===== src/rtl/lsu_pkg.sv =====
// rtl/lsu_pkg.sv - shared op encodings, FSM state type and size helper for the load/store unit
package lsu_pkg;

  localparam logic [2:0] LSU_LW  = 3'd0;
  localparam logic [2:0] LSU_LH  = 3'd1;
  localparam logic [2:0] LSU_LHU = 3'd2;
  localparam logic [2:0] LSU_LB  = 3'd3;
  localparam logic [2:0] LSU_LBU = 3'd4;
  localparam logic [2:0] LSU_SW  = 3'd5;
  localparam logic [2:0] LSU_SH  = 3'd6;
  localparam logic [2:0] LSU_SB  = 3'd7;

  typedef enum logic [1:0] {
    IDLE   = 2'd0,
    ACCESS = 2'd1,
    RESP   = 2'd2
  } lsu_state_e;

  // Access size in bytes for an op code.
  function automatic logic [2:0] lsu_size(input logic [2:0] op);
    case (op)
      LSU_LW, LSU_SW:          lsu_size = 3'd4;
      LSU_LH, LSU_LHU, LSU_SH: lsu_size = 3'd2;
      default:                 lsu_size = 3'd1;
    endcase
  endfunction

  // Stores occupy the top three op codes.
  function automatic logic lsu_is_store(input logic [2:0] op);
    lsu_is_store = (op >= LSU_SW);
  endfunction

endpackage


===== src/rtl/lsu_extend.sv =====
// rtl/lsu_extend.sv - combinational sign/zero extension of raw load data by op
module lsu_extend
  import lsu_pkg::*;
(
  input  logic [2:0]  op_i,
  input  logic [31:0] raw_i,
  output logic [31:0] data_o
);

  // Select and extend the low bits of the raw word; stores yield zero.
  always_comb begin
    data_o = 32'h0;
    case (op_i)
      LSU_LW:  data_o = raw_i;
      LSU_LH:  data_o = {{16{raw_i[15]}}, raw_i[15:0]};
      LSU_LHU: data_o = {16'h0, raw_i[15:0]};
      LSU_LB:  data_o = {{24{raw_i[7]}}, raw_i[7:0]};
      LSU_LBU: data_o = {24'h0, raw_i[7:0]};
      default: data_o = 32'h0;
    endcase
  end

endmodule


===== src/rtl/lsu_ctrl.sv =====
// rtl/lsu_ctrl.sv - load/store control FSM in front of the data memory; LSU_PERF_EN adds perf counters
module lsu_ctrl
  import lsu_pkg::*;
#(
  parameter logic [31:0] DM_BASE  = 32'h1001_0000,
  parameter int          DM_BYTES = 1024,
  parameter int          AW       = 11
) (
  input  logic          clk,
  input  logic          rst_n,
  input  logic          req_valid,
  output logic          req_ready,
  input  logic [2:0]    req_op,
  input  logic [31:0]   req_addr,
  input  logic [31:0]   req_wdata,
  output logic          resp_valid,
  input  logic          resp_ready,
  output logic [31:0]   resp_rdata,
  output logic          resp_adel,
  output logic          resp_ades,
  output logic          cs,
  output logic          DM_R,
  output logic          DM_W_W,
  output logic          DM_W_H,
  output logic          DM_W_B,
  output logic [AW-1:0] DM_addr,
  output logic [31:0]   DM_data_in,
  input  logic [31:0]   DM_data_out
`ifdef LSU_PERF_EN
  ,
  output logic [31:0]   perf_loads,
  output logic [31:0]   perf_stores,
  output logic [31:0]   perf_excs
`endif
);

  lsu_state_e    state_q, state_d;
  logic [2:0]    op_q, op_d;
  logic          req_ready_q, req_ready_d;
  logic          resp_valid_q, resp_valid_d;
  logic [31:0]   resp_rdata_q, resp_rdata_d;
  logic          adel_q, adel_d;
  logic          ades_q, ades_d;
  logic          cs_q, cs_d;
  logic          dm_r_q, dm_r_d;
  logic          w_w_q, w_w_d;
  logic          w_h_q, w_h_d;
  logic          w_b_q, w_b_d;
  logic [AW-1:0] dm_addr_q, dm_addr_d;
  logic [31:0]   dm_wdata_q, dm_wdata_d;

  logic [31:0] offset;
  logic [2:0]  size;
  logic [32:0] end33;
  logic        misaligned;
  logic        out_of_range;
  logic        req_store;
  logic [31:0] load_ext;

  // Address decode of the incoming request; below-base addresses wrap to a huge offset.
  always_comb begin
    offset       = req_addr - DM_BASE;
    size         = lsu_size(req_op);
    req_store    = lsu_is_store(req_op);
    end33        = {1'b0, offset} + {30'h0, size};
    misaligned   = ((size == 3'd4) && (offset[1:0] != 2'b00)) ||
                   ((size == 3'd2) && offset[0]);
    out_of_range = (end33 > 33'(DM_BYTES));
  end

  lsu_extend u_extend (
    .op_i   (op_q),
    .raw_i  (DM_data_out),
    .data_o (load_ext)
  );

  // State and registered outputs.
  always_ff @(posedge clk or negedge rst_n) begin
    if (!rst_n) begin
      state_q      <= IDLE;
      op_q         <= LSU_LW;
      req_ready_q  <= 1'b1;
      resp_valid_q <= 1'b0;
      resp_rdata_q <= 32'h0;
      adel_q       <= 1'b0;
      ades_q       <= 1'b0;
      cs_q         <= 1'b0;
      dm_r_q       <= 1'b0;
      w_w_q        <= 1'b0;
      w_h_q        <= 1'b0;
      w_b_q        <= 1'b0;
      dm_addr_q    <= '0;
      dm_wdata_q   <= 32'h0;
    end else begin
      state_q      <= state_d;
      op_q         <= op_d;
      req_ready_q  <= req_ready_d;
      resp_valid_q <= resp_valid_d;
      resp_rdata_q <= resp_rdata_d;
      adel_q       <= adel_d;
      ades_q       <= ades_d;
      cs_q         <= cs_d;
      dm_r_q       <= dm_r_d;
      w_w_q        <= w_w_d;
      w_h_q        <= w_h_d;
      w_b_q        <= w_b_d;
      dm_addr_q    <= dm_addr_d;
      dm_wdata_q   <= dm_wdata_d;
    end
  end

  // Next state; strobes default low so they are high only for the single ACCESS cycle.
  always_comb begin
    state_d      = state_q;
    op_d         = op_q;
    req_ready_d  = req_ready_q;
    resp_valid_d = resp_valid_q;
    resp_rdata_d = resp_rdata_q;
    adel_d       = adel_q;
    ades_d       = ades_q;
    cs_d         = 1'b0;
    dm_r_d       = 1'b0;
    w_w_d        = 1'b0;
    w_h_d        = 1'b0;
    w_b_d        = 1'b0;
    dm_addr_d    = dm_addr_q;
    dm_wdata_d   = dm_wdata_q;
    case (state_q)
      IDLE: begin
        req_ready_d = 1'b1;
        if (req_valid && req_ready_q) begin
          op_d        = req_op;
          req_ready_d = 1'b0;
          if (misaligned || out_of_range) begin
            state_d      = RESP;
            resp_valid_d = 1'b1;
            resp_rdata_d = 32'h0;
            adel_d       = !req_store;
            ades_d       = req_store;
          end else begin
            state_d    = ACCESS;
            adel_d     = 1'b0;
            ades_d     = 1'b0;
            cs_d       = 1'b1;
            dm_r_d     = !req_store;
            w_w_d      = req_store && (size == 3'd4);
            w_h_d      = req_store && (size == 3'd2);
            w_b_d      = req_store && (size == 3'd1);
            dm_addr_d  = offset[AW-1:0];
            dm_wdata_d = req_wdata;
          end
        end
      end
      ACCESS: begin
        state_d      = RESP;
        resp_valid_d = 1'b1;
        resp_rdata_d = load_ext;
      end
      RESP: begin
        if (resp_ready) begin
          state_d      = IDLE;
          resp_valid_d = 1'b0;
          req_ready_d  = 1'b1;
        end
      end
      default: begin
        state_d     = IDLE;
        req_ready_d = 1'b1;
      end
    endcase
  end

`ifdef LSU_PERF_EN
  logic [31:0] perf_loads_q, perf_stores_q, perf_excs_q;

  // Count each accepted response by its kind.
  always_ff @(posedge clk or negedge rst_n) begin
    if (!rst_n) begin
      perf_loads_q  <= 32'h0;
      perf_stores_q <= 32'h0;
      perf_excs_q   <= 32'h0;
    end else if ((state_q == RESP) && resp_ready) begin
      if (adel_q || ades_q) begin
        perf_excs_q <= perf_excs_q + 32'd1;
      end else if (lsu_is_store(op_q)) begin
        perf_stores_q <= perf_stores_q + 32'd1;
      end else begin
        perf_loads_q <= perf_loads_q + 32'd1;
      end
    end
  end

  assign perf_loads  = perf_loads_q;
  assign perf_stores = perf_stores_q;
  assign perf_excs   = perf_excs_q;
`endif

  assign req_ready  = req_ready_q;
  assign resp_valid = resp_valid_q;
  assign resp_rdata = resp_rdata_q;
  assign resp_adel  = adel_q;
  assign resp_ades  = ades_q;
  assign cs         = cs_q;
  assign DM_R       = dm_r_q;
  assign DM_W_W     = w_w_q;
  assign DM_W_H     = w_h_q;
  assign DM_W_B     = w_b_q;
  assign DM_addr    = dm_addr_q;
  assign DM_data_in = dm_wdata_q;

endmodule


===== config.mk =====
export PLATFORM = sky130hd
export DESIGN_NAME = lsu_ctrl
export DESIGN_NICKNAME = d
export VERILOG_FILES = /design/src/rtl/lsu_pkg.sv /design/src/rtl/lsu_extend.sv /design/src/rtl/lsu_ctrl.sv
export SDC_FILE = /design/constraint.sdc
export NUM_CORES = 1
export LEC_CHECK = 0
export CAP_MARGIN = 10
export CORE_MARGIN = 2
export CORE_UTILIZATION = 47
export DETAILED_ROUTE_END_ITERATION = 8
export PLACE_DENSITY_LB_ADDON = 0.25
export SLEW_MARGIN = 10
export SYNTH_ARGS = -nofsm -noshare
export SYNTH_HDL_FRONTEND = slang
export SYNTH_SLANG_ARGS = --single-unit

===== constraint.sdc =====
create_clock -name clk -period 2.43 [get_ports clk]
set_input_delay 0.3645 -clock clk [delete_from_list [all_inputs] [get_ports clk]]
set_output_delay 0.3645 -clock clk [all_outputs]
set_load 0.02 [all_outputs]

==> impl_metrics.toml, run 1 <==
[synthesis]
seq_area_frac_synth = 0.402
syn_inst = 558
avgSynthCellArea_um2 = 9.93
synth.cell_area_um2 = 5540
share_of_synthesized_flip_flops_with_an_asynchronous_set_or_reset = 1.00
synth.distinct_cells = 68
synth-seq-cells = 89
synth.net_count = 670
dominant_register_cell_in_the_synthesized_netlist = "dfrtp_1"
yosys_warnings = 0
number_of_enable_type_register_cells_in_the_synthesized_netlist = 0

[setup_path]
worst-endpoint-arrival_ns = 3.89
r2r_cells = 10
setup.worst_path.start_class = "input port"
worst_r2r_endpoint = "resp_rdata[11]"
setup.worst_path.end_class = "flop"
setup.worst_path.class = "input port to flop"
cp.required_ns = 2.66
critPathMaxFanout = 6
regToRegStartpoint = "state_q[0]"
ff2ff_setup_slack_ns = 0.14

[drt]
avgRoutedWirePerCell_um = 20.5
detail_route.first_pass.iterations = 5
drt_drc_violations_left = 0
number_of_drc_markers_after_the_initial_detailed_route_iteration = 418
drtAntennaViolNets = 0
post_drt_via_cell_ratio = 5.79
routed_wl_um = 21300
route.vias.total = 6001

[place]
half_perimeter_wire_length_after_placement_um = 14500
io_buffer_count = 186
post-place-cells = 990
finalWeightedCongestion = 0.931
worst_setup_slack_after_placement_ns = -2.09
dpl-instance-area_um2 = 8520

[power_and_ir_drop]
power_density_nw_per_um2 = 494
power.leakage_uw = 0.00438
peak_supply_drop_v = 0.000591

[die]
start_util = 0.483
die-width_um = 113
rows = 39
die-height_um = 113
coreArea_um2 = 11500
io_pins = 187
die-area_um2 = 12700

[sta]
setup_viol_count_final = 85
fin_ws_ns = -1.23
layout_min_cycle_time_ns = 3.66
tns_ns = -95.52
final_hold_viol_count = 0
max_clk_rate_mhz = 273
grt_setup_unrepaired = "true"
slew_worst_pin_ns = 0.614
maxSlewHeadroom = 0.591
max_slew_violation_count = 0
min_period_over_period = 1.51
finClkSkew_ns = 0.0118

[global_routing]
first_global_vias = 6219
grt-ovfl-total = 0
antenna_found_initial = 0
grt_start_max_net_pins = 47
groute.usage.overall = 0.331
first_pass_grt_wire_length_um = 33100

[finish]
areaGrowthSynthToFinish_pct = 71.0
antenna-diode-count = 0
layout.nets = 1001
postLayoutCoreUtil = 0.827
stdcell_count = 1037
fin_area_um2 = 9480
layout-drive-gt1-share = 0.355

[run_status]
status = "complete, but fails checks"
failed_checks = "negative setup slack"

[clock_tree]
tritoncts = "yes"
max-clock-path-buffers = 2
clock_root_cell = "clkbuf_16"
clkLatencyLatePin_ns = 0.35
clkTransAtPathRegs_ns = 0.07
cts.sinks = 89
htreeDepth = 3
cts_inserted_buffers = 9
hold_buffers = 0

[min_path]
hold_path_class = "input port to async pin"

[flow_run]
max-cap-violations = 0
## layout make-up
type                       count  area, µm²
tap                          143        179
multi-input combinational    421       3460
clock inverter                 7       77.6
fill                         629       1990
clock buffer                   9        225
timing repair buffer         347       3230
sequential                    89       2230
inverter                      21       78.8
## worst max path at each step
stage	cells past startpoint	to	slack, ns	start
after detailed placement	19	resp_rdata[1]	-2.09	req_op[0]
after CTS	13	resp_rdata[30]	-1.31	req_addr[18]
after global placement	18	DM_addr[0]	-1.92	req_op[0]
after floorplan	12	DM_addr[0]	-1.39	req_addr[20]
final	13	resp_rdata[11]	-1.23	req_addr[21]
after global routing	18	resp_rdata[30]	-1.32	req_op[2]
## sequential cells by signal (all words and copies together) (netlist names)
signal / flops
DM_R: 1
DM_W_B: 1
DM_W_H: 1
DM_W_W: 1
DM_addr: 11
DM_data_in: 32
cs: 1
op_q: 3
req_ready: 1
resp_adel: 1
resp_ades: 1
resp_rdata: 32
resp_valid: 1
state_q: 2
## power by group
| group | leakage, µW | switching [µW] | internal [µW] |
|---|---|---|---|
| logic | 0.00301 | 819 | 809 |
| registers | 0.00123 | 72.5 | 1550 |
| clock network | 0.000146 | 628 | 806 |
| total | 0.00438 | 1520 | 3170 |
## layer usage
layer  up-vias  part of all wire  GRT usage
li1       2693                 -          -
met1      2955              0.36      0.369
met2       287              0.54      0.625
met3        66             0.055     0.0475
met4         0             0.039      0.135
met5         -                 0          0
## cells in the mapped netlist (all sizes together), types with 3 or more instances
library cell | number | share of area
a211o | 3 | 0.0047
a211oi | 3 | 0.0050
or2 | 3 | 0.0034
xnor2 | 10 | 0.016
clkbuf | 15 | 0.010
nor2 | 28 | 0.019
o21ai | 19 | 0.017
o211ai | 5 | 0.0068
a2111oi | 3 | 0.0093
or3 | 5 | 0.0056
nor3 | 18 | 0.016
inv | 21 | 0.014
a21oi | 39 | 0.035
mux2 | 69 | 0.17
buf | 12 | 0.015
nor4 | 9 | 0.010
mux2i | 12 | 0.022
and3 | 4 | 0.0045
o31a | 3 | 0.0047
or4 | 6 | 0.0095
nand2b | 7 | 0.0079
nor2b | 4 | 0.0045
nand3 | 15 | 0.016
dfrtp | 88 | 0.40
a21boi | 3 | 0.0047
o22ai | 3 | 0.0034
a21o | 6 | 0.0081
nand2 | 72 | 0.049
and2 | 10 | 0.011
nand4 | 9 | 0.010
ha | 8 | 0.018
xor2 | 6 | 0.0095
a31oi | 5 | 0.0056
## through the flow
step / total power [µW] / hold slack (ns)
after global placement: 2910 / 0.405
after detailed placement: 2950 / 0.414
final: 4690 / 0.0304
after floorplan: 2320 / 0.0689
after global routing: 4870 / 0.0789
after CTS: 4610 / 0.0523
## worst max-delay path: stages
cell and delay [ns]:
buf_6 0.09, or4_4 0.53, or4_4 0.43, or4_4 0.46, a2111oi_4 0.48, o2111ai_2 0.20, a211oi_2 0.34, buf_4 0.20
a31oi_4 0.11, buf_12 0.15, buf_12 0.12, buf_16 0.13, mux2_2 0.29
## repair_timing
action                     CTS  global route
gates cloned                 2             0
resized for setup           84            36
setup buffers               22             8
pin swaps                   28            17
setup endpoints to repair   85            85
## cells in the final DEF (no fill, tap or decap), types with 6 or more instances in the layout
cell type          n
a21o_1             6
a21oi_1           34
and2_1             9
buf_12             6
buf_4            146
buf_6             12
clkbuf_16          9
clkdlybuf4s50_1  171
dfrtp_1           88
ha_1               6
inv_1             19
mux2_2            28
mux2_4            41
mux2i_1           11
nand2_1           72
nand2b_1           6
nand3_1           11
nand4_1            9
nor2_1            26
nor3_1            11
o21ai_0           14
xnor2_1           10
## kinds of logic (layout without fill, tap and decap cells)
group / Yosys count / in the layout / synth area share
AO/OA/AOI/OAI: 115 / 115 / 0.142
XOR/XNOR: 16 / 16 / 0.0253
AND/OR/NAND/NOR: 200 / 200 / 0.182
adder cells (fa/ha/maj): 9 / 9 / 0.0217
multiplexers: 81 / 81 / 0.188
buffers and inverters: 48 / 384 / 0.0391
flip-flops: 89 / 89 / 0.402
Power figures use the tool's default switching activity.
==> run 2: changes to the inputs <==
--- a/config.mk
+++ b/config.mk
@@ -8,6 +8,7 @@
 export CAP_MARGIN = 10
 export CORE_MARGIN = 2
 export CORE_UTILIZATION = 47
+export CTS_CLUSTER_SIZE = 20
 export DETAILED_ROUTE_END_ITERATION = 8
 export PLACE_DENSITY_LB_ADDON = 0.25
 export SLEW_MARGIN = 10
==> results of run 2 <==
No change in the layout: final DEF, timing and power equal those of run 1.
==> variant 1 (config.mk and constraints of run 1) <==
Build with the macro `LSU_PERF_EN` defined.
--- a/src/rtl/lsu_ctrl.sv
+++ b/src/rtl/lsu_ctrl.sv
@@ -1,2 +1,4 @@
 // rtl/lsu_ctrl.sv - load/store control FSM in front of the data memory; LSU_PERF_EN adds perf counters
+`define LSU_PERF_EN
+
 module lsu_ctrl
Function (old outputs only; new: perf_excs, perf_loads and perf_stores): kept (equiv_simple and equiv_induct, registers matched by name and starting in step).
==> variant 1 against run 1 <==
  * The run still ends with negative setup slack left
  * First-iteration DRC count shrank 11%
  * Worst setup slack gained 0.23 ns
  * Power grew 79%
  * Register-to-register slack lost 0.04 ns
  * Final cell count grew 50%
  * Wire length grew 32%
  * Final area grew 56%
  * Maximum frequency grew 6.6%
  * Sequential cell count grew 96
  * Area after synthesis grew 67%
  * Critical endpoint is now resp_rdata[18]
==> variant 1: results (changes against run 1) <==
Outcome: complete, but fails checks (unchanged)
Failing checks: negative setup slack (unchanged)
Synth warnings: 0 (unchanged)
Commonest cells in the synthesized netlist: dfrtp_1, nand2_1, xnor2_1 (was dfrtp_1, nand2_1, a21oi_1, mux2_4, mux2_2)
CTS Buffer Depth: 2 (unchanged)
Relative slew slack: 39.26% (was 59.06%)
HPWL Detailed: 19.24 mm (was 14.50 mm)
Ant diodes: 0 (unchanged)
M2 GR Usage: 43.26% (was 62.51%)
Setup violations, final: 85 (unchanged)
Sequential fraction of the synthesis area: 50.14% (was 40.20%)
Reg-to-Reg End: perf_loads[25] (was resp_rdata[11])
Synth async-reset ratio: 100.0% (unchanged)
Post-synth cell types: 62 (was 68)
H-tree Lvls: 4 (was 3)
Max Fanout on Critical Path: 25 (was 6)
Root buffer cell: clkbuf_16 (unchanged)
WL/cell: 18.03 µm (was 20.52 µm)
Hold path endpoint: op_q[0]
Routed vias/inst: 5.367 (was 5.787)
IO Port Bufs: 282 (was 186)
Reported combinational group power: 2.12 mW (was 1.63 mW)
Pin count of the biggest net entering global routing: 67 (was 47)
Placed Cells: 1492 (was 990)
Avg Inst Size Synth: 10.88 µm² (was 9.933 µm²)
Sw Ratio: 32.22% (was 32.42%)
GR Util met1: 29.36% (was 36.93%)
DRT iter0 DRCs: 374 (was 418)
Reg clk slew, reported paths: 0.07 ns (about the same)
Hold Startpoint: req_op[0]
Clk_skew: 0.01218 ns (was 0.01180 ns)
R2R depth: 13 (was 10)
Sequential Power Share: 41.1% (was 34.7%)
Syn nets: 964 (was 670)
Setup slack after layout: -1.003 ns (was -1.231 ns)
Number of global-route vias before repair: 8195 (was 6219)
Grt met3 use: 8.146% (was 4.752%)
Initial antenna violation count: 0 (unchanged)
First-pass GRT wire length: 40.72 mm (was 33.13 mm)
HP Class: in -> reg (was in -> async)
Final weighted congestion in routability-driven placement: 0.9028 (was 0.9305)
FF-to-FF Start: state_q[0] (unchanged)
Clock Latency Late Sink: 0.44 ns (was 0.35 ns)
Total track usage: 24.92% (was 33.06%)
Inserted Clock Buffers: 17 (was 9)
Hold Path Depth: 4
Top post-synthesis cells by area: dfrtp_1, mux2_2, xnor2_1 (was dfrtp_1, mux2_4, mux2_2)
Via count: 8340 (was 6001)
Pre-Repair DR Iteration Count: 5 (unchanged)
Fillers: 1274 (was 629)
Max VDD drop: 0.0005264 V (was 0.0005911 V)
Placed instance area: 0.01332 mm² (was 0.008523 mm²)
Reg2reg setup slack: 0.10 ns (was 0.14 ns)
Share of cells above drive strength 1: 27.15% (was 35.46%)
Leak: 6.638 nW (was 4.382 nW)
# nets final: 1391 (was 1001)
Most used DFF post-synth: dfrtp_1 (unchanged)
variant 1: cell count changes after synthesis, sizes merged, moves of 16 or more:
cell	before	now
and3	4	29
dfrtp	88	184
nand2	72	97
nand3	15	43
nand4	9	25
nor2	28	50
xnor2	10	75
xor2	6	39
variant 1: cells by family after synthesis:
kind of cell	count (synthesis)	synth area share (%)
mux	84	10.24
xor+xnor	114	10.81
buf+inv	39	2.412
compound gates	89	6.381
fa+ha+maj	12	1.707
simple gates	326	18.30
flops	185	50.14
variant 1: cell type report:
| class | instances | area (µm²) | area share (%) |
|---|---|---|---|
| clock inverters | 14 | 171.4 | 1.160 |
| inverters | 11 | 41.29 | 0.2794 |
| well taps | 265 | 331.6 | 2.244 |
| flip-flops and latches | 185 | 4631 | 31.34 |
| clock buffers | 18 | 439.2 | 2.972 |
| multi-input cells | 626 | 4960 | 33.57 |
| repair buffers | 435 | 4202 | 28.44 |
variant 1: worst max-delay path, cell delays in order:
cell	delay [ns]
clkdlybuf4s50_1	0.42
or3_1	0.51
buf_4	0.20
nor4_2	0.24
xnor2_1	0.22
buf_4	0.18
xnor2_1	0.14
and4b_1	0.25
o21ai_0	0.13
buf_4	0.17
nor4_4	0.33
o2bb2ai_4	0.11
buf_12	0.18
mux2_4	0.30
variant 1: metrics by stage:
step	total power, mW	setup TNS (ns)	setup WS (ns)	hold slack [ns]
floorplan	4.449	-95.85	-1.211	0.06891
global placement	5.414	-148.20	-1.779	0.3552
detailed placement	5.458	-155.22	-1.846	0.3532
CTS	8.314	-77.88	-1.044	0.2802
global route	8.731	-91.66	-1.148	0.3716
finish	8.388	-79.95	-1.003	0.3471
variant 1: worst max-delay path by stage:
stage                  from              to  slack [ns]  cells after the start
3_5_place_dp      req_op[0]  resp_rdata[16]       -1.85                     16
4_1_cts           req_op[1]   DM_data_in[5]       -1.04                     20
2_1_floorplan     req_op[0]   DM_data_in[6]       -1.21                     16
3_3_place_gp      req_op[0]   DM_data_in[7]       -1.78                     16
6_report       req_addr[23]  resp_rdata[18]       -1.00                     14
5_1_grt        req_addr[17]  resp_rdata[18]       -1.15                     15
variant 1: layer usage:
| metal | wire length [µm] | up-vias |
|---|---|---|
| met2 | 14030 | 332 |
| li1 | - | 3872 |
| met3 | 2155 | 81 |
| met5 | 0 | - |
| met1 | 10930 | 4055 |
| met4 | 901 | 0 |
variant 1: repair_timing:
action,4_1_cts,5_1_grt
gates resized for setup,72,72
hold buffers,1,0
endpoints found under the setup margin,87,108
gates cloned,4,2
hold endpoints to repair,51,0
pin swaps,24,17
setup buffers,16,10
==> variant 2 (settings of run 1) <==
Made on the original files. Take the reset off `dm_wdata_q` and load it in a clocked block of its own.
--- a/src/rtl/lsu_ctrl.sv
+++ b/src/rtl/lsu_ctrl.sv
@@ -92,3 +92,2 @@
       dm_addr_q    <= '0;
-      dm_wdata_q   <= 32'h0;
     end else begin
@@ -107,4 +106,7 @@
       dm_addr_q    <= dm_addr_d;
-      dm_wdata_q   <= dm_wdata_d;
     end
+  end
+
+  always_ff @(posedge clk) begin
+    dm_wdata_q <= dm_wdata_d;
   end
Check against the original RTL: not equivalent (a bounded check fails within 4 cycles, from zero or initial values and one cycle with rst_n low).
==> variant 2 against run 1 <==
  * Area after synthesis shrank 3.6%
  * Synthesized cell count shrank 9.9%
  * Final cell count shrank 5.5%
  * Wire length grew 23%
  * Worst setup slack lost 0.27 ns
  * Clock power grew 6%
  * Combinational power grew 10%
  * Critical endpoint is now resp_rdata[27]
  * Final area shrank 2.3%
  * Register-to-register slack lost 0.27 ns
  * The run still ends with negative setup slack left
  * Sequential cell count is the same
  * First-iteration DRC count grew 87%
  * Power grew 7.4%
  * Count of clock-buffer cells in the layout grew 2
==> variant 2: results (changes against run 1) <==
Hold Slack: 0.4034 ns (was 0.03035 ns)
Reg-to-Reg End: DM_addr[5] (was resp_rdata[11])
R2R depth: 8 (was 10)
Initial antenna violation count: 1 (was 0)
Setup slack after layout: -1.504 ns (was -1.231 ns)
Post-synth cell types: 71 (was 68)
Total length of routed wires: 26.20 mm (was 21.28 mm)
Top post-synthesis cells by area: dfrtp_1, edfxtp_1, mux2_4 (was dfrtp_1, mux2_4, mux2_2)
Failing checks: negative setup slack (unchanged)
Placed instance area: 0.008302 mm² (was 0.008523 mm²)
Fillers: 566 (was 629)
FF-to-FF Start: state_q[1] (was state_q[0])
Non-clock buffer share: 35.83% (was 34.08%)
Synth Area in Compound Gates: 13.79% (was 14.18%)
Outcome: complete, but fails checks (unchanged)
Reg2reg setup slack: -0.13 ns (was 0.14 ns)
Tapcells: 140 (was 143)
Commonest cells in the synthesized netlist: dfrtp_1, nand2_1, a21oi_1 (was dfrtp_1, nand2_1, a21oi_1, mux2_4, mux2_2)
HPWL Detailed: 14.33 mm (was 14.50 mm)
Sequential share of cell area: 25.79% (was 23.51%)
Fraction of area in multi-input gates: 32.96% (was 36.51%)
Routed vias/inst: 6.254 (was 5.787)
Critical path launch point: req_op[2] (was req_addr[21])
Post-synthesis mux area share: 12.65% (was 18.83%)
Clock Latency Late Sink: 0.37 ns (was 0.35 ns)
Final weighted congestion in routability-driven placement: 0.9809 (was 0.9305)
Fin cells: 980 (was 1037)
Post-synth EDFFs: 32 (was 0)
M2 GR Usage: 69.65% (was 62.51%)
Final-layout clock-cell area share: 3.108% (was 3.194%)
Combinational Power Share: 35.8% (was 34.7%)
First-pass GRT wire length: 37.15 mm (was 33.13 mm)
Clk_buf instances: 11 (was 9)
Plain + repair buffers: 343 (was 347)
Leak: 3.869 nW (was 4.382 nW)
Total track usage: 38.91% (was 33.06%)
Setup violations, final: 85 (unchanged)
Setup TNS: -117.92 ns (was -95.52 ns)
Comb_multi_in: 381 (was 421)
DRT iter0 DRCs: 782 (was 418)
Clk pwr share: 30.0% (was 30.6%)
Slowest cell on crit path: fa_2 (was or4_4)
Non-clock inverter count: 9 (was 21)
# nets final: 945 (was 1001)
Avg Inst Size Synth: 10.62 µm² (was 9.933 µm²)
Area growth, synth to finish: 73.33% (was 71.04%)
==> variant 2: what timing repair did <==
| item | in CTS | in global routing |
|---|---|---|
| pin swaps | 21 | 4 |
| endpoints found under the hold margin | 14 | 0 |
| buffers inserted | 15 | 6 |
| gates cloned | 6 | 1 |
| hold buffers | 1 | 0 |
| gates resized for setup | 71 | 26 |
| setup endpoints to repair | 85 | 85 |
==> variant 2: worst max-delay path by stage <==
stage / endpoint / slack (ns) / cells after the start
2_1_floorplan: DM_addr[10] / -1.32 / 16
3_3_place_gp: DM_addr[4] / -1.74 / 17
3_5_place_dp: DM_addr[8] / -1.94 / 17
4_1_cts: DM_addr[6] / -1.29 / 18
5_1_grt: resp_rdata[27] / -1.54 / 19
6_report: resp_rdata[27] / -1.50 / 19
==> variant 2: metal layers <==
| layer | vias up | wire, µm |
|---|---|---|
| met5 | - | 0 |
| met4 | 0 | 1860 |
| met3 | 165 | 2381 |
| met2 | 502 | 12910 |
| met1 | 2926 | 9042 |
| li1 | 2536 | - |
